<file path="src/rtl/lcd_frame_streamer_pkg.sv">
// Shared LCD constants: command codes, pattern modes and streamer states.
package lcd_frame_streamer_pkg;

   localparam int unsigned DA_W = 2;

   // Command types understood by the LCD instruction engine.
   typedef enum logic [DA_W-1:0] {
      WRITE_DATA               = 2'd2,
      WRITE_DISPLAY_START_LINE = 2'd3
   } data_action_e;

   typedef enum logic [1:0] {
      MODE_FILL     = 2'd0,
      MODE_TRIANGLE = 2'd1,
      MODE_CHECKER  = 2'd2,
      MODE_VBARS    = 2'd3
   } mode_e;

   typedef enum logic [1:0] {
      ST_IDLE,
      ST_DRAW,
      ST_SCROLL_WAIT,
      ST_SCROLL_STEP
   } state_e;

endpackage

</file>
<file path="src/rtl/lcd_frame_streamer_if.sv">
// Control / instruction-engine bundle of the frame streamer.
// master: control logic and instruction engine side; slave: the streamer.
interface lcd_frame_streamer_if #(
   parameter int unsigned DATA_W     = 8,
   parameter int unsigned PAGE_COUNT = 8,
   parameter int unsigned COL_COUNT  = 64,
   parameter int unsigned ROW_COUNT  = 64,
   parameter int unsigned DELAY_W    = 12
) ();
   localparam int unsigned XW  = (PAGE_COUNT > 1) ? $clog2(PAGE_COUNT) : 1;
   localparam int unsigned YW  = (COL_COUNT > 1) ? $clog2(COL_COUNT) : 1;
   localparam int unsigned SLW = (ROW_COUNT > 1) ? $clog2(ROW_COUNT) : 1;

   logic                                   start;
   logic                                   stop;
   logic [1:0]                             mode;
   logic [DATA_W-1:0]                      fill_value;
   logic                                   scroll_en;
   logic                                   scroll_dir;
   logic [DELAY_W-1:0]                     scroll_delay;
   logic                                   instr_busy;
   logic [DATA_W-1:0]                      data;
   logic [SLW-1:0]                         start_line;
   logic [YW-1:0]                          addr_y;
   logic [XW-1:0]                          addr_x;
   logic [lcd_frame_streamer_pkg::DA_W-1:0] data_action;
   logic                                   data_busy;
   logic                                   frame_done;
   logic                                   active;

   modport master (
      output start, stop, mode, fill_value, scroll_en, scroll_dir, scroll_delay, instr_busy,
      input  data, start_line, addr_y, addr_x, data_action, data_busy, frame_done, active
   );

   modport slave (
      input  start, stop, mode, fill_value, scroll_en, scroll_dir, scroll_delay, instr_busy,
      output data, start_line, addr_y, addr_x, data_action, data_busy, frame_done, active
   );

endinterface

</file>
<file path="src/rtl/lcd_frame_streamer_pattern_gen.sv">
// Combinational pixel-column pattern: (mode, fill, page x, column y) -> data.
module lcd_pattern_gen
   import lcd_frame_streamer_pkg::*;
#(
   parameter int unsigned DATA_W = 8,
   parameter int unsigned XW     = 3,
   parameter int unsigned YW     = 6
) (
   input  mode_e             mode_i,
   input  logic [DATA_W-1:0] fill_i,
   input  logic [XW-1:0]     x_i,
   input  logic [YW-1:0]     y_i,
   output logic [DATA_W-1:0] data_o
);
   localparam int unsigned       BB   = $clog2(DATA_W);
   localparam logic [DATA_W-1:0] ONES = '1;

   // Pattern select; triangle ramps down every DATA_W columns.
   always_comb begin
      data_o = '0;
      case (mode_i)
         MODE_FILL:     data_o = fill_i;
         MODE_TRIANGLE: data_o = ONES >> (32'(y_i) % DATA_W);
         MODE_CHECKER:  data_o = (((32'(y_i) / DATA_W + 32'(x_i)) % 2) != 0) ? ONES : '0;
         MODE_VBARS:    data_o = (((32'(y_i) >> BB) % 2) != 0) ? ONES : '0;
         default:       data_o = '0;
      endcase
   end

endmodule

</file>
<file path="src/rtl/lcd_frame_streamer.sv">
// Streams one frame of pattern data to the LCD instruction engine, then
// optionally scrolls the start line. A handshake slot is consumed only when a
// command is actually issued.
module lcd_frame_streamer
   import lcd_frame_streamer_pkg::*;
#(
   parameter int unsigned DATA_W     = 8,
   parameter int unsigned PAGE_COUNT = 8,
   parameter int unsigned COL_COUNT  = 64,
   parameter int unsigned ROW_COUNT  = 64,
   parameter int unsigned DELAY_W    = 12
) (
   input logic                 clk_ctrl,
   input logic                 reset_n,
   lcd_frame_streamer_if.slave bus
);
   localparam int unsigned XW  = (PAGE_COUNT > 1) ? $clog2(PAGE_COUNT) : 1;
   localparam int unsigned YW  = (COL_COUNT > 1) ? $clog2(COL_COUNT) : 1;
   localparam int unsigned SLW = (ROW_COUNT > 1) ? $clog2(ROW_COUNT) : 1;

   localparam logic [XW-1:0]  X_LAST  = XW'(PAGE_COUNT - 1);
   localparam logic [YW-1:0]  Y_LAST  = YW'(COL_COUNT - 1);
   localparam logic [SLW-1:0] SL_LAST = SLW'(ROW_COUNT - 1);

   state_e             state_q, state_d;
   mode_e              mode_q, mode_d;
   logic [DATA_W-1:0]  fill_q, fill_d;
   logic               scroll_en_q, scroll_en_d;
   logic               scroll_dir_q, scroll_dir_d;
   logic [DELAY_W-1:0] delay_q, delay_d;
   logic [DELAY_W-1:0] cnt_q, cnt_d;
   logic [XW-1:0]      px_x_q, px_x_d;
   logic [YW-1:0]      px_y_q, px_y_d;
   logic [DATA_W-1:0]  data_q, data_d;
   logic [SLW-1:0]     start_line_q, start_line_d;
   logic [XW-1:0]      addr_x_q, addr_x_d;
   logic [YW-1:0]      addr_y_q, addr_y_d;
   data_action_e       action_q, action_d;
   logic               busy_q, busy_d;
   logic               done_q, done_d;
   logic [DATA_W-1:0]  pat_data;
   logic               slot;
   logic               relatch;

   lcd_pattern_gen #(
      .DATA_W (DATA_W),
      .XW     (XW),
      .YW     (YW)
   ) u_pattern (
      .mode_i (mode_q),
      .fill_i (fill_q),
      .x_i    (px_x_q),
      .y_i    (px_y_q),
      .data_o (pat_data)
   );

   // Next-state: stop overrides everything, start relatches outside DRAW.
   always_comb begin
      state_d      = state_q;
      mode_d       = mode_q;
      fill_d       = fill_q;
      scroll_en_d  = scroll_en_q;
      scroll_dir_d = scroll_dir_q;
      delay_d      = delay_q;
      cnt_d        = cnt_q;
      px_x_d       = px_x_q;
      px_y_d       = px_y_q;
      data_d       = data_q;
      start_line_d = start_line_q;
      addr_x_d     = addr_x_q;
      addr_y_d     = addr_y_q;
      action_d     = action_q;
      busy_d       = busy_q;
      done_d       = 1'b0;
      relatch      = 1'b0;
      slot         = !bus.instr_busy && busy_q;

      if (bus.instr_busy) busy_d = 1'b1;

      if (bus.stop) begin
         state_d = ST_IDLE;
         cnt_d   = '0;
      end else begin
         case (state_q)
            ST_IDLE: begin
               if (bus.start) relatch = 1'b1;
            end
            ST_DRAW: begin
               if (slot) begin
                  data_d   = pat_data;
                  addr_x_d = px_x_q;
                  addr_y_d = px_y_q;
                  action_d = WRITE_DATA;
                  busy_d   = 1'b0;
                  if (px_y_q == Y_LAST) begin
                     px_y_d = '0;
                     if (px_x_q == X_LAST) begin
                        px_x_d  = '0;
                        done_d  = 1'b1;
                        state_d = scroll_en_q ? ST_SCROLL_WAIT : ST_IDLE;
                     end else begin
                        px_x_d = px_x_q + XW'(1);
                     end
                  end else begin
                     px_y_d = px_y_q + YW'(1);
                  end
               end
            end
            ST_SCROLL_WAIT: begin
               if (bus.start) begin
                  relatch = 1'b1;
               end else if (cnt_q == delay_q) begin
                  cnt_d   = '0;
                  state_d = ST_SCROLL_STEP;
               end else begin
                  cnt_d = cnt_q + DELAY_W'(1);
               end
            end
            ST_SCROLL_STEP: begin
               if (bus.start) begin
                  relatch = 1'b1;
               end else if (slot) begin
                  action_d = WRITE_DISPLAY_START_LINE;
                  busy_d   = 1'b0;
                  state_d  = ST_SCROLL_WAIT;
                  if (!scroll_dir_q)
                     start_line_d = (start_line_q == SL_LAST) ? '0 : start_line_q + SLW'(1);
                  else
                     start_line_d = (start_line_q == '0) ? SL_LAST : start_line_q - SLW'(1);
               end
            end
            default: state_d = ST_IDLE;
         endcase
      end

      if (relatch) begin
         mode_d       = mode_e'(bus.mode);
         fill_d       = bus.fill_value;
         scroll_en_d  = bus.scroll_en;
         scroll_dir_d = bus.scroll_dir;
         delay_d      = bus.scroll_delay;
         px_x_d       = '0;
         px_y_d       = '0;
         cnt_d        = '0;
         state_d      = ST_DRAW;
      end
   end

   // State and output registers.
   always_ff @(posedge clk_ctrl or negedge reset_n) begin
      if (!reset_n) begin
         state_q      <= ST_IDLE;
         mode_q       <= MODE_FILL;
         fill_q       <= '0;
         scroll_en_q  <= 1'b0;
         scroll_dir_q <= 1'b0;
         delay_q      <= '0;
         cnt_q        <= '0;
         px_x_q       <= '0;
         px_y_q       <= '0;
         data_q       <= '0;
         start_line_q <= '0;
         addr_x_q     <= '0;
         addr_y_q     <= '0;
         action_q     <= WRITE_DATA;
         busy_q       <= 1'b1;
         done_q       <= 1'b0;
      end else begin
         state_q      <= state_d;
         mode_q       <= mode_d;
         fill_q       <= fill_d;
         scroll_en_q  <= scroll_en_d;
         scroll_dir_q <= scroll_dir_d;
         delay_q      <= delay_d;
         cnt_q        <= cnt_d;
         px_x_q       <= px_x_d;
         px_y_q       <= px_y_d;
         data_q       <= data_d;
         start_line_q <= start_line_d;
         addr_x_q     <= addr_x_d;
         addr_y_q     <= addr_y_d;
         action_q     <= action_d;
         busy_q       <= busy_d;
         done_q       <= done_d;
      end
   end

   assign bus.data        = data_q;
   assign bus.start_line  = start_line_q;
   assign bus.addr_x      = addr_x_q;
   assign bus.addr_y      = addr_y_q;
   assign bus.data_action = action_q;
   assign bus.data_busy   = busy_q;
   assign bus.frame_done  = done_q;
   assign bus.active      = (state_q != ST_IDLE);

endmodule
</file>
<file path="src/flat_wrapper.sv">
// flat-port wrapper written by rule: the top's interface ports become plain ports
module lcd_frame_streamer_flat import lcd_frame_streamer_pkg::*;
#(
   parameter int unsigned DATA_W     = 8,
   parameter int unsigned PAGE_COUNT = 8,
   parameter int unsigned COL_COUNT  = 64,
   parameter int unsigned ROW_COUNT  = 64,
   parameter int unsigned DELAY_W    = 12
)
  (clk_ctrl, reset_n, bus_start, bus_stop, bus_mode, bus_fill_value, bus_scroll_en, bus_scroll_dir, bus_scroll_delay, bus_instr_busy, bus_data, bus_start_line, bus_addr_y, bus_addr_x, bus_data_action, bus_data_busy, bus_frame_done, bus_active);
  lcd_frame_streamer_if #(.DATA_W(DATA_W), .PAGE_COUNT(PAGE_COUNT), .COL_COUNT(COL_COUNT), .ROW_COUNT(ROW_COUNT), .DELAY_W(DELAY_W)) bus_i ();
  input logic clk_ctrl;
  input logic reset_n;
  input wire logic [$bits(bus_i.start)-1:0] bus_start;
  input wire logic [$bits(bus_i.stop)-1:0] bus_stop;
  input wire logic [$bits(bus_i.mode)-1:0] bus_mode;
  input wire logic [$bits(bus_i.fill_value)-1:0] bus_fill_value;
  input wire logic [$bits(bus_i.scroll_en)-1:0] bus_scroll_en;
  input wire logic [$bits(bus_i.scroll_dir)-1:0] bus_scroll_dir;
  input wire logic [$bits(bus_i.scroll_delay)-1:0] bus_scroll_delay;
  input wire logic [$bits(bus_i.instr_busy)-1:0] bus_instr_busy;
  output wire logic [$bits(bus_i.data)-1:0] bus_data;
  output wire logic [$bits(bus_i.start_line)-1:0] bus_start_line;
  output wire logic [$bits(bus_i.addr_y)-1:0] bus_addr_y;
  output wire logic [$bits(bus_i.addr_x)-1:0] bus_addr_x;
  output wire logic [$bits(bus_i.data_action)-1:0] bus_data_action;
  output wire logic [$bits(bus_i.data_busy)-1:0] bus_data_busy;
  output wire logic [$bits(bus_i.frame_done)-1:0] bus_frame_done;
  output wire logic [$bits(bus_i.active)-1:0] bus_active;
  assign bus_i.start = bus_start;
  assign bus_i.stop = bus_stop;
  assign bus_i.mode = bus_mode;
  assign bus_i.fill_value = bus_fill_value;
  assign bus_i.scroll_en = bus_scroll_en;
  assign bus_i.scroll_dir = bus_scroll_dir;
  assign bus_i.scroll_delay = bus_scroll_delay;
  assign bus_i.instr_busy = bus_instr_busy;
  assign bus_data = bus_i.data;
  assign bus_start_line = bus_i.start_line;
  assign bus_addr_y = bus_i.addr_y;
  assign bus_addr_x = bus_i.addr_x;
  assign bus_data_action = bus_i.data_action;
  assign bus_data_busy = bus_i.data_busy;
  assign bus_frame_done = bus_i.frame_done;
  assign bus_active = bus_i.active;
  lcd_frame_streamer #(.DATA_W(DATA_W), .PAGE_COUNT(PAGE_COUNT), .COL_COUNT(COL_COUNT), .ROW_COUNT(ROW_COUNT), .DELAY_W(DELAY_W)) u_core (.clk_ctrl(clk_ctrl), .reset_n(reset_n), .bus(bus_i));
endmodule
</file>
<file path="config.mk">
export PLATFORM = sky130hd
export DESIGN_NAME = lcd_frame_streamer_flat
export DESIGN_NICKNAME = d
export VERILOG_FILES = /design/src/rtl/lcd_frame_streamer_pkg.sv /design/src/rtl/lcd_frame_streamer_if.sv /design/src/rtl/lcd_frame_streamer_pattern_gen.sv /design/src/rtl/lcd_frame_streamer.sv /design/src/flat_wrapper.sv
export SDC_FILE = /design/constraint.sdc
export NUM_CORES = 1
export LEC_CHECK = 0
export ABC_CLOCK_PERIOD_IN_PS = 1700
export CORE_ASPECT_RATIO = 0.75
export CORE_MARGIN = 1.5
export CORE_UTILIZATION = 49
export CTS_CLUSTER_SIZE = 10
export DETAILED_ROUTE_END_ITERATION = 7
export PLACE_DENSITY = 0.75
export SETUP_SLACK_MARGIN = 0.4
export SLEW_MARGIN = 20
export SYNTH_ARGS = -nofsm -noshare
export SYNTH_HDL_FRONTEND = slang
export SYNTH_SLANG_ARGS = --single-unit
</file>
<file path="constraint.sdc">
create_clock -name clk_ctrl -period 1.7 [get_ports clk_ctrl]
set_input_delay 0.17 -clock clk_ctrl [delete_from_list [all_inputs] [get_ports clk_ctrl]]
set_output_delay 0.17 -clock clk_ctrl [all_outputs]
set_load 0.005 [all_outputs]
</file>
# After elaboration in Yosys (flattened, before gate mapping)
# Index checks and enable logic that the tools add are counted.
# Widths: inputs -> output; s select.
[totals]
in_bits = 29
register_bits = 74
[classes]
shift = 1
mux = 49
n_addsub = 6
n_eq_ne = 22
n_reduce_logical = 20
bitwise = 2
[ops]
columns = ["op", "count"]
rows = [
  ["$mux 12", 5],
  ["$mux 6", 8],
  ["$pmux 8 s4", 1],
  ["$mux 2", 12],
  ["$ne 4x2->1 const B", 5],
  ["$mux 3", 6],
  ["$mux 8", 2],
  ["$add 12x1->12 const B", 1],
  ["$add 6x1->6 const B", 2],
  ["$eq 12x12->1", 1],
  ["$eq 6x6->1 const B", 2],
  ["$mux 1", 12],
  ["$reduce_bool 2->1", 5],
  ["$eq 2x2->1 const B", 4],
  ["$ne 4x3->1 const B", 2],
  ["$reduce_and 4->1", 2],
  ["$reduce_and 8->1", 1],
  ["$shr 8x3->8 const A", 1],
  ["$logic_not 6->1", 1],
  ["$ne 2x1->1 const B", 3],
  ["$pmux 2 s3", 1],
  ["$reduce_and 3->1", 2],
  ["$sub 6x1->6 const B", 1],
  ["$reduce_and 5->1", 1],
  ["other kinds (16)", 19],
]

# Depth between registers and ports, before layout
# Gate-level depths: netlist (run 1).
[logic_depth]
word_depth = 7
depth_mapped = 7
mapped_depth_nobuf = 7

# Hierarchy
# Synthesis (run 1) repeated with hierarchy kept, for this count alone.
[hier_totals]
cells_unflattened = 385
hier_area_um2 = 3793.6
[by_module_without_submodules]
columns = ["module", "cells_per_inst", "area_each_um2", "instances"]
rows = [
  ["lcd_frame_streamer", 347, 3548.4, 1],
  ["lcd_pattern_gen", 38, 245.2, 1],
]

# Worst setup path after synthesis (run 1)
# OpenSTA, ideal clock, no wires.
[synth_timing]
kind = "reg-to-reg"
from = "register u_core.busy_q, in the netlist u_core.bus.data_busy"
to = "register u_core.px_x_q[0]"
path_slack_ns = 0.031
t_arrival_ns = 1.544
path_buffers = 0
period_less_slack_ns = 1.669
t_required_ns = 1.575
stages_incl_launch_ff = 6
setup_time_ns = 0.125
path_cell_list = "dfstp_2 -> nor2b_1 -> nand2_1 -> a21o_1 -> nor2_2 -> mux2_2"
[synth_between]
elab_chain_len = 3
[synth_lines]
columns = ["item", "line", "text"]
rows = [
  ["from (decl)", "lcd_frame_streamer.sv:39", "logic busy_q, busy_d;"],
  ["from (signal assigned)", "lcd_frame_streamer.sv:183", "busy_q <= busy_d;"],
  ["$logic_and 1x1->1", "lcd_frame_streamer.sv:76", "slot = !bus.instr_busy && busy_q;"],
  ["$reduce_bool 2->1 (no source line)", "n/a", ""],
  ["$reduce_and 4->1 (no source line)", "n/a", ""],
  ["to (signal assigned)", "lcd_frame_streamer.sv:176", "px_x_q <= px_x_d;"],
  ["to (decl)", "lcd_frame_streamer.sv:32", "logic [XW-1:0] px_x_q, px_x_d;"],
]
# No other way between the ends.
# A chain may end at the register's enable or synchronous reset.

# Worst setup path after layout (run 1)
[layout_timing]
from = "register u_core.cnt_q[11]"
to = "register u_core.cnt_q[11]"
[layout_between]
elab_chain_len = 6
word_cells_on_any_way = 7
classes_between = "1 x add/sub; 1 x eq/ne; 5 x mux"
[layout_lines]
columns = ["item", "line", "text"]
rows = [
  ["from (decl)", "lcd_frame_streamer.sv:31", "logic [DELAY_W-1:0] cnt_q, cnt_d;"],
  ["from (signal assigned)", "lcd_frame_streamer.sv:175", "cnt_q <= cnt_d;"],
  ["$add 12x1->12 or $eq 12x12->1 (tied branches)", "lcd_frame_streamer.sv:116, lcd_frame_streamer.sv:112", ""],
  ["$mux 12 (*)", "lcd_frame_streamer.sv:112", "end else if (cnt_q == delay_q) begin"],
  ["$mux 12 (*)", "lcd_frame_streamer.sv:110", "if (bus.start) begin"],
  ["$mux 12 (*)", "lcd_frame_streamer.sv:84", "case (state_q)"],
  ["$mux 12 (*)", "lcd_frame_streamer.sv:80", "if (bus.stop) begin"],
  ["$mux 12 (*)", "lcd_frame_streamer.sv:136", "if (relatch) begin"],
]
# Mark *: on every way between the ends. The rest lies on a longest branch, timed or not. The select of a mux whose other input is x is not followed.

==> results of run 1 <==
-- layout by cell type, fill, tap and decap left out, types with 14 or more instances in the layout --
master / synthesis / final
xor2_1: 14 / 14
mux2_4: 0 / 26
dlygate4sd2_1: 0 / 23
buf_4: 1 / 43
dfrtp_1: 72 / 65
nand2_1: 63 / 36
nand2_2: 0 / 15
clkdlybuf4s50_1: 0 / 27
buf_6: 0 / 26
-- layout make-up --
type | instances | share of cell area, %
sequential | 73 | 30.3
clock inverter | 5 | 0.640
tap | 101 | 2.09
inverter | 15 | 1.09
timing repair buffer | 136 | 22.8
multi-input combinational | 275 | 40.6
clock buffer | 11 | 2.50
-- power groups by stage --
stage | registers (mW) | logic (mW) | clock network (mW)
6_report | 2.40 | 1.79 | 1.35
4_1_cts | 2.30 | 1.29 | 1.33
5_1_grt | 2.43 | 1.91 | 1.43
3_5_place_dp | 2.34 | 1.23 | 0
3_3_place_gp | 2.33 | 1.16 | 0
2_1_floorplan | 2.27 | 0.640 | 0
-- per-stage QoR --
step,hold WS [ns],setup WS [ns]
finish,0.353,-0.165
global route,0.371,-0.201
CTS,0.374,-0.0113
detailed placement,0.230,-0.152
global placement,0.226,-0.114
floorplan,-0.126,0.154
-- registers in the layout (all words and copies together) (netlist names), 6 cells and up --
register / count
u_core.fill_q: 8
u_core.bus.start_line: 6
u_core.px_y_q: 6
u_core.cnt_q: 12
u_core.bus.data: 8
u_core.bus.addr_y: 6
u_core.delay_q: 12
-- how the worst max path moves through the flow --
stage               slack, ns                             end  cells past startpoint                          start
finish                  -0.17    u_core.cnt_q[11]$_DFFE_PN0P_                      7   u_core.cnt_q[11]$_DFFE_PN0P_
global route            -0.20     u_core.cnt_q[2]$_DFFE_PN0P_                      8  u_core.state_q[0]$_DFFE_PN0P_
CTS                     -0.01    u_core.px_x_q[0]$_DFFE_PN0P_                      7  u_core.state_q[0]$_DFFE_PN0P_
detailed placement      -0.15  u_core.bus.data[2]$_DFFE_PN0P_                      5                 bus_instr_busy
global placement        -0.11   u_core.delay_q[6]$_DFFE_PN0P_                      5                      bus_start
floorplan                0.15    u_core.px_x_q[0]$_DFFE_PN0P_                      5  u_core.state_q[1]$_DFFE_PN0P_
-- worst max-delay path: cells and delay by family (launching register included) --
kind | cells | cell delay [ns]
AND/OR/NAND/NOR | 3 | 0.66
AO/OA/AOI/OAI | 1 | 0.11
buffers and inverters | 2 | 0.32
flip-flops | 1 | 0.46
XOR/XNOR | 1 | 0.19
-- layer usage --
layer / up-vias / track usage (%)
met1: 1865 / 36.2
met2: 257 / 45.9
met4: 0 / 11.2
met3: 62 / 6.86
li1: 1601 / -
met5: - / 0
-- kinds of logic (layout without fill, tap and decap cells) --
group           count (synthesis)  after routing  synth area share (%)
xor+xnor                       19             19                  4.50
buf+inv                        31            167                  3.48
fa+ha+maj                       9              9                  3.04
flops                          73             73                  49.4
mux                            26             26                  7.91
compound gates                 75             75                  12.8
other cells                     1              1                 0.101
simple gates                  144            145                  18.8
-- repair_timing --
action | CTS | global route
pin swaps | 21 | 46
hold buffers | 1 | 0
buffers inserted | 22 | 14
setup endpoints to repair | 98 | 73
hold endpoints to repair | 72 | 0
cloned | 1 | 5
resized for setup | 98 | 136
==> results.sh, run 1 <==
export IMPL_cts_max_path_buffers=2
export IMPL_worstPathArrival_ns=2.10
export IMPL_power_leakage_nw=2.70
export IMPL_m1WireLength_mm=5.42
export IMPL_hpwlAfterDp_mm=6.54
export IMPL_syn_avg_cell_area_um2=9.79
export IMPL_start_util_pct=50.5
export IMPL_dr_pass1_iters=5
export IMPL_final_layout_size_suffix_gt1_share_pct=45.8
export IMPL_final_antenna_net_count=0
export IMPL_utilization_pct=82.7
export IMPL_synth_common_cells="dfrtp_1 (72), nand2_1 (63), mux2_2 (26)"
export IMPL_core_area_mm2=0.00733
export IMPL_maxCapViolCount=0
export IMPL_worst_path_most_repeated_cell="buf_6"
export IMPL_fmax_mhz=536
export IMPL_yosysMostFrequentCell="dfrtp_1"
export IMPL_hold_depth=3
export IMPL_std_cell_rows=27
export IMPL_violations="setup timing"
export IMPL_syn_to_final_growth_pct=63.7
export IMPL_wl_mm=14.0
export IMPL_grt_pass1_vias=3491
export IMPL_crit_slowest_cell="dfrtp_1"
export IMPL_cts_root_buffer="clkbuf_8"
export IMPL_tightest_slew_ns=0.665
export IMPL_cts_sinks=73
export IMPL_grt_total_usage_pct=28.2
export IMPL_max_slew_margin_rel_pct=55.6
export IMPL_netlist_area_mm2=0.00370
export IMPL_routabilityCongestion=0.853
export IMPL_peakVddDrop_v=0.000632
export IMPL_finalWorstSetupSlack_ns=-0.165
export IMPL_yosys_area_top_type="dfrtp_1"
export IMPL_path_class="reg2reg"
export IMPL_p_seq_share_pct=43.4
export IMPL_htreeDepth=3
export IMPL_via_per_inst=6.14
export IMPL_drc=0
export IMPL_finalPower_mw=5.53
export IMPL_r2r_start="u_core.cnt_q[11]$_DFFE_PN0P_"
export IMPL_holdCritStartpoint="bus_mode[0]"
export IMPL_cp_max_fo=9
export IMPL_synth_ff_type="dfrtp_1"
export IMPL_highest_layer="met4"
export IMPL_p_per_area_mw_per_mm2=913
export IMPL_clock_latency_ns=0.37
export IMPL_netlist_top_cells_area="dfrtp_1 (49%), mux2_2 (7.9%), nand2_1 (6.4%)"
export IMPL_async_flop_share_pct=100
export IMPL_cts_made_buffers=9
export IMPL_clkTransAtPathRegs_ns=0.08
export IMPL_fin_setup_tns_ns=-2.69
export IMPL_syn_num_nets=416
export IMPL_die_w_um=103
export IMPL_min_period_over_period_pct=110
export IMPL_finish_instance_area_mm2=0.00606
export IMPL_required_ns=1.93
export IMPL_grt_pass1_wl_mm=17.1
export IMPL_cp_start_kind="flop"
export IMPL_regArea_mm2=0.00184
export IMPL_cpPeakStageDelay_ns=0.46
export IMPL_num_io_pins=57
export IMPL_stdcell_count=616
export IMPL_reg2reg_depth=7
export IMPL_fill_cells=375
export IMPL_synth_edf_count=0
export IMPL_antenna_found_initial=0
export IMPL_fin_nets=548
export IMPL_slew_viol_final=0
export IMPL_power_internal_mw=3.66
export IMPL_setup_viol=41
export IMPL_yosysUniqueCellTypes=50
export IMPL_rsz0062_at_grt="yes"
export IMPL_wire_per_inst_um=22.8
export IMPL_outcome="finished with violations"
export IMPL_grt_ovfl_total=0
export IMPL_min_to="u_core.mode_q[0]$_DFFE_PN0P_"
export IMPL_antenna_cells=0
export IMPL_multi_input_area_mm2=0.00246
export IMPL_placed_area_mm2=0.00469
export IMPL_port_buffers=55
export IMPL_post_route_min_period_ns=1.87
export IMPL_dp_cells=557
export IMPL_die_area_mm2=0.00809
export IMPL_path_cells="xor2_1, nor4_1, nand3_1, buf_6, buf_6, nand4_1, o311ai_2"
export IMPL_clockPowerShare_pct=24.3
export IMPL_hold_violations=0
export IMPL_first_iter_violations=217
export IMPL_yosys_register_bits=73
export IMPL_cts_tree="built"
export IMPL_ys_warn_count=0
export IMPL_switching_share_pct=33.8
export IMPL_yosysTopAreaCellShare_pct=48.7
export IMPL_combPwrFrac_pct=32.3
export IMPL_worstSetupEndpointType="flop"
export IMPL_synthCells=378
export IMPL_dr_total_vias=3785
export IMPL_ys_seq_area_share_pct=49.4
export IMPL_grt_max_degree=74
export IMPL_clock_skew_ns=0.0116
export IMPL_die_h_um=78.3
export IMPL_met2_length_mm=6.75
export IMPL_r2r_end="u_core.cnt_q[11]$_DFFE_PN0P_"
export IMPL_r2r_setup_slack_ns=-0.17
export IMPL_met3WireLength_mm=1.24
export IMPL_hold_path_class="in2reg"
export IMPL_p_switching_mw=1.87
No activity file was read; power rests on OpenSTA's default activity.
==> run 2, diff against run 1 <==
==> constraint.sdc (replaced) <==
create_clock -name clk_ctrl -period 1.7 [get_ports clk_ctrl]
set_input_delay 0.34 -clock clk_ctrl [delete_from_list [all_inputs] [get_ports clk_ctrl]]
set_output_delay 0.34 -clock clk_ctrl [all_outputs]
set_load 0.005 [all_outputs]
==> results.sh, run 2 (synthesis results as in run 1) <==
export IMPL_place_ws_ns=-0.310
export IMPL_reg2reg_depth=10
export IMPL_die_w_um=103
export IMPL_grt_ovfl_total=0
export IMPL_die_area_mm2=0.00809
export IMPL_wire_per_inst_um=21.7
export IMPL_routabilityCongestion=0.920
export IMPL_cts_tree="built"
export IMPL_worstPathArrival_ns=2.08
export IMPL_required_ns=1.95
export IMPL_hold_violations=2
export IMPL_p_seq_share_pct=43.3
export IMPL_worstSetupEndpointType="flop"
export IMPL_layout_commonest_cell="dfrtp_1"
export IMPL_min_period_over_period_pct=107
export IMPL_clockPowerShare_pct=24.6
export IMPL_final_antenna_net_count=0
export IMPL_dp_cells=558
export IMPL_cts_sinks=73
export IMPL_holdWs_ns=-0.00410
export IMPL_cp_max_fo=6
export IMPL_stdcell_count=642
export IMPL_wl_mm=14.0
export IMPL_finalWorstSetupSlack_ns=-0.123
export IMPL_utilization_pct=84.4
export IMPL_htreeDepth=3
export IMPL_cts_root_buffer="clkbuf_8"
export IMPL_cp_start_kind="flop"
export IMPL_drc=0
export IMPL_num_io_pins=57
export IMPL_die_h_um=78.3
export IMPL_clock_skew_ns=0.0105
export IMPL_path_class="reg2reg"
export IMPL_dr_pass1_iters=8
export IMPL_first_iter_violations=419
export IMPL_cts_made_buffers=9
export IMPL_syn_to_final_growth_pct=67.1
export IMPL_post_route_min_period_ns=1.82
export IMPL_tightest_slew_ns=0.628
export IMPL_antenna_found_initial=1
export IMPL_core_area_mm2=0.00733
export IMPL_final_layout_size_suffix_gt1_share_pct=51.5
export IMPL_slew_viol_final=0
export IMPL_power_internal_mw=3.69
export IMPL_power_leakage_nw=2.83
export IMPL_p_switching_mw=1.80
export IMPL_outcome="finished with violations"
export IMPL_maxCapViolCount=0
export IMPL_switching_share_pct=32.8
export IMPL_grt_total_usage_pct=28.0
export IMPL_clock_latency_ns=0.35
export IMPL_cts_max_path_buffers=2
export IMPL_clkTransAtPathRegs_ns=0.08
export IMPL_violations="hold timing, setup timing"
export IMPL_rsz0062_at_grt="yes"
export IMPL_grt_max_degree=74
export IMPL_fin_nets=575
export IMPL_top_regs="u_core.cnt_q: 12 flops, u_core.delay_q: 12 flops"
export IMPL_start_util_pct=50.5
export IMPL_p_per_area_mw_per_mm2=887
export IMPL_via_per_inst=5.99
export IMPL_grt_pass1_vias=3469
export IMPL_max_slew_margin_rel_pct=58.1
export IMPL_hold_path_class="in2async"
export IMPL_hpwlAfterDp_mm=6.45
export IMPL_dr_total_vias=3843
export IMPL_peakVddDrop_v=0.000757
export IMPL_std_cell_rows=27
export IMPL_final_cell_mix="dfrtp_1 (66), buf_4 (57), buf_6 (43), nand2_1 (32), mux2_4 (26)"
export IMPL_combPwrFrac_pct=32.2
export IMPL_port_buffers=55
export IMPL_grt_pass1_wl_mm=17.3
export IMPL_setup_viol=47
export IMPL_fmax_mhz=548
export IMPL_fin_setup_tns_ns=-2.31
run 2: changes by cell type in the layout (fill, tap and decap cells not counted), sizes merged:
| cell | delta |
|---|---|
| buf | +40 |
| dlygate4sd2 | -21 |
| diode | +1 |
| dlygate4sd3 | -1 |
| clkinv | -1 |
| nand2 | -1 |
| clkdlybuf4s15 | +2 |
| clkbuf | +8 |
| inv | -1 |
| clkdlybuf4s50 | -2 |
| bufinv | +1 |
| clkinvlp | +1 |
run 2: routing by layer:
| metal | routed length, um | vias to the layer above | part of all wire (%) | track usage [%] |
|---|---|---|---|---|
| met2 | 6720 | 253 | 48 | 45.0 |
| li1 | - | 1649 | - | - |
| met1 | 5550 | 1877 | 40 | 38.9 |
| met5 | 0 | - | 0 | 0 |
| met4 | 495 | 0 | 3.5 | 6.22 |
| met3 | 1190 | 64 | 8.5 | 6.23 |
run 2: through the flow:
step | area [um2] | hold WS (ns) | power, mW
global placement | 4700 | 0.396 | 3.50
CTS | 5520 | 0.0245 | 4.92
global route | 6180 | 0.0232 | 5.71
floorplan | 3790 | 0.0444 | 2.91
finish | 6180 | -0.00410 | 5.48
detailed placement | 4700 | 0.394 | 3.54
run 2: layout make-up:
type | instances | area (um2)
well taps | 101 | 126
clock inverters | 5 | 58.8
fillers | 338 | 1150
multi-input cells | 274 | 2370
repair buffers | 164 | 1610
flip-flops and latches | 73 | 1840
clock buffers | 9 | 124
inverters | 15 | 58.8
diodes | 1 | 2.50
run 2: final timing paths:
kind	from	endpoint	slack [ns]
worst max-delay path	u_core.state_q[0]$_DFFE_PN0P_	u_core.bus.start_line[5]$_DFFE_PN0P_	-0.12
worst max register to register	u_core.state_q[0]$_DFFE_PN0P_	u_core.bus.start_line[5]$_DFFE_PN0P_	-0.12
max in group asynchronous	reset_n	u_core.fill_q[0]$_DFFE_PN0P_	1.36
worst min-delay path	reset_n	u_core.cnt_q[11]$_DFFE_PN0P_	-0.004
worst min register to register	u_core.bus.addr_x[2]$_DFFE_PN0P_	u_core.bus.addr_x[2]$_DFFE_PN0P_	0.51
min in group clk_ctrl	bus_instr_busy	u_core.bus.data_busy$_DFF_PN1_	0.48
run 2: timing repair:
item,4_1_cts,5_1_grt
setup endpoints to repair,98,89
resized for setup,166,131
buffers inserted,35,26
endpoints found under the hold margin,0,0
pin swaps,25,49
cloned,5,3
hold buffers,0,0
run 2: power by group through the flow:
stage	Combinational [mW]	Sequential, mW	Clock [mW]
6_report	1.76	2.37	1.35
5_1_grt	1.89	2.39	1.43
4_1_cts	1.31	2.30	1.32
3_5_place_dp	1.21	2.33	0
3_3_place_gp	1.16	2.33	0
2_1_floorplan	0.640	2.27	0
run 2: worst max-delay path: stages, from the launching register on:
cell	delay, ns
dfrtp_1	0.39
buf_6	0.14
buf_6	0.09
buf_6	0.10
nand4bb_4	0.19
buf_6	0.17
buf_6	0.11
nor2_4	0.12
buf_6	0.14
o21ai_1	0.08
a22oi_1	0.20
==> run 3, diff against run 2 <==
--- a/config.mk
+++ b/config.mk
@@ -5,15 +5,15 @@
 export SDC_FILE = /design/constraint.sdc
 export NUM_CORES = 1
 export LEC_CHECK = 0
-export ABC_CLOCK_PERIOD_IN_PS = 1700
+export ABC_CLOCK_PERIOD_IN_PS = 1590
 export CORE_ASPECT_RATIO = 0.75
 export CORE_MARGIN = 1.5
 export CORE_UTILIZATION = 49
 export CTS_CLUSTER_SIZE = 10
 export DETAILED_ROUTE_END_ITERATION = 7
+export GPL_TIMING_DRIVEN = 1
 export PLACE_DENSITY = 0.75
 export SETUP_SLACK_MARGIN = 0.4
-export SLEW_MARGIN = 20
 export SYNTH_ARGS = -nofsm -noshare
 export SYNTH_HDL_FRONTEND = slang
 export SYNTH_SLANG_ARGS = --single-unit
==> constraint.sdc (replaced) <==
create_clock -name clk_ctrl -period 1.59 [get_ports clk_ctrl]
set_input_delay 0.318 -clock clk_ctrl [delete_from_list [all_inputs] [get_ports clk_ctrl]]
set_output_delay 0.318 -clock clk_ctrl [all_outputs]
set_load 0.005 [all_outputs]
==> results.sh, run 3 (synthesis results as in run 1) <==
export IMPL_std_cell_rows=27
export IMPL_htreeDepth=3
export IMPL_cpPeakStageDelay_ns=0.39
export IMPL_switching_share_pct=32.4
export IMPL_first_iter_violations=234
export IMPL_power_internal_mw=3.86
export IMPL_worstSetupEndpointType="flop"
export IMPL_clock_skew_ns=0.00899
export IMPL_combPwrFrac_pct=30.8
export IMPL_cts_sinks=73
export IMPL_multi_input_area_mm2=0.00224
export IMPL_die_area_mm2=0.00809
export IMPL_power_leakage_nw=2.62
export IMPL_hpwlAfterDp_mm=6.35
export IMPL_routabilityCongestion=0.843
export IMPL_wl_mm=11.8
export IMPL_violations="hold timing, setup timing"
export IMPL_r2r_start="u_core.state_q[1]$_DFFE_PN0P_"
export IMPL_fin_nets=567
export IMPL_rsz0062_at_grt="yes"
export IMPL_crit_slowest_cell="dfrtp_1"
export IMPL_start_util_pct=50.5
export IMPL_fmax_mhz=565
export IMPL_outcome="finished with violations"
export IMPL_regArea_mm2=0.00184
export IMPL_die_h_um=78.3
export IMPL_core_area_mm2=0.00733
export IMPL_clockPowerShare_pct=25.4
export IMPL_grt_total_usage_pct=26.7
export IMPL_maxCapViolCount=0
export IMPL_port_buffers=55
export IMPL_fill_cells=435
export IMPL_grt_max_degree=74
export IMPL_final_cell_mix="buf_4 (69), dfrtp_1 (65), buf_6 (34), nand2_1 (32), clkdlybuf4s50_1 (27)"
export IMPL_syn_to_final_growth_pct=58.2
export IMPL_num_io_pins=57
export IMPL_cts_root_buffer="clkbuf_8"
export IMPL_worstPathArrival_ns=2.00
export IMPL_max_slew_margin_rel_pct=59.4
export IMPL_tightest_slew_ns=0.610
export IMPL_drc=0
export IMPL_die_w_um=103
export IMPL_layout_commonest_cell="buf_4"
export IMPL_dr_pass1_iters=5
export IMPL_fin_setup_tns_ns=-5.95
export IMPL_peakVddDrop_v=0.000605
export IMPL_clock_latency_ns=0.35
export IMPL_post_route_min_period_ns=1.77
export IMPL_setup_viol=52
export IMPL_min_period_over_period_pct=111
export IMPL_holdWs_ns=-0.0103
export IMPL_cts_made_buffers=9
export IMPL_wire_per_inst_um=18.5
export IMPL_p_per_area_mw_per_mm2=975
export IMPL_path_cells="buf_4, and2b_2, nand2_2, a21o_1, nor2_4, mux2_4"
export IMPL_r2r_end="u_core.px_x_q[1]$_DFFE_PN0P_"
export IMPL_via_per_inst=5.70
export IMPL_startpoint="u_core.state_q[1]$_DFFE_PN0P_"
export IMPL_antenna_cells=0
export IMPL_dr_total_vias=3622
export IMPL_path_class="reg2reg"
export IMPL_required_ns=1.82
export IMPL_cts_max_path_buffers=2
export IMPL_final_antenna_net_count=0
export IMPL_cts_tree="built"
export IMPL_p_switching_mw=1.85
export IMPL_finalWorstSetupSlack_ns=-0.180
export IMPL_slew_viol_final=0
export IMPL_clkTransAtPathRegs_ns=0.08
export IMPL_cp_start_kind="flop"
export IMPL_hold_violations=14
export IMPL_grt_pass1_vias=3338
export IMPL_grt_pass1_wl_mm=16.5
export IMPL_reg2reg_depth=6
export IMPL_cp_max_fo=5
export IMPL_hold_path_class="in2async"
export IMPL_p_seq_share_pct=43.8
export IMPL_grt_ovfl_total=0
export IMPL_top_regs="u_core.cnt_q: 12 flops, u_core.delay_q: 12 flops"
export IMPL_antenna_found_initial=0
export IMPL_r2r_setup_slack_ns=-0.18
export IMPL_final_layout_size_suffix_gt1_share_pct=50.7
## run 3: layout make-up
cell class	count	share of cell area [%]
multi-input combinational	274	38.3
sequential	73	31.4
clock inverter	7	1.22
inverter	15	1.00
clock buffer	9	2.12
timing repair buffer	156	23.9
tap	101	2.16
## run 3: critical path, delay by kind of cell, from the launching register on
kind | cells | cell delay, ns
AND/OR/NAND/NOR | 3 | 0.57
flip-flops | 1 | 0.39
multiplexers | 1 | 0.32
AO/OA/AOI/OAI | 1 | 0.24
buffers and inverters | 1 | 0.15
## run 3: how the worst max path moves through the flow
stage	to	slack (ns)	cells past startpoint
floorplan	u_core.px_x_q[0]$_DFFE_PN0P_	0.04	5
global placement	u_core.cnt_q[11]$_DFFE_PN0P_	-0.33	6
detailed placement	u_core.px_x_q[2]$_DFFE_PN0P_	-0.34	7
CTS	u_core.fill_q[0]$_DFFE_PN0P_	-0.12	5
global route	u_core.px_x_q[2]$_DFFE_PN0P_	-0.24	6
finish	u_core.px_x_q[1]$_DFFE_PN0P_	-0.18	6
## run 3: what timing repair did
item                                    in CTS  in global routing
gates resized for setup                    181                 71
hold buffers                                 0                  0
gates cloned                                 3                  1
pin swaps                                   35                 38
endpoints found under the setup margin      99                 98
buffers inserted                            27                 18
## run 3: power by group through the flow
stage	sequential [mW]	clock (mW)	combinational, mW
final	2.50	1.45	1.76
after global routing	2.54	1.55	1.90
after CTS	2.48	1.47	1.41
after detailed placement	2.50	0	1.36
after global placement	2.49	0	1.30
after floorplan	2.43	0	0.686
## run 3: per-stage QoR
stage	total power, mW	cells	util (%)	instance area, um2	setup WS, ns
4_1_cts	5.37	616	73.4	5380	-0.119
3_3_place_gp	3.79	570	65.7	4810	-0.333
2_1_floorplan	3.12	378	-	3810	0.0435
3_5_place_dp	3.86	570	65.7	4810	-0.340
6_report	5.71	635	79.9	5850	-0.180
5_1_grt	5.99	635	79.9	5850	-0.236
## run 3: per-layer routing
layer	up-vias	track usage [%]	share of wire (%)
li1	1637	-	-
met1	1809	38.3	43
met2	149	39.3	48
met3	27	6.86	6.1
met4	0	8.78	2.3
met5	-	0	0
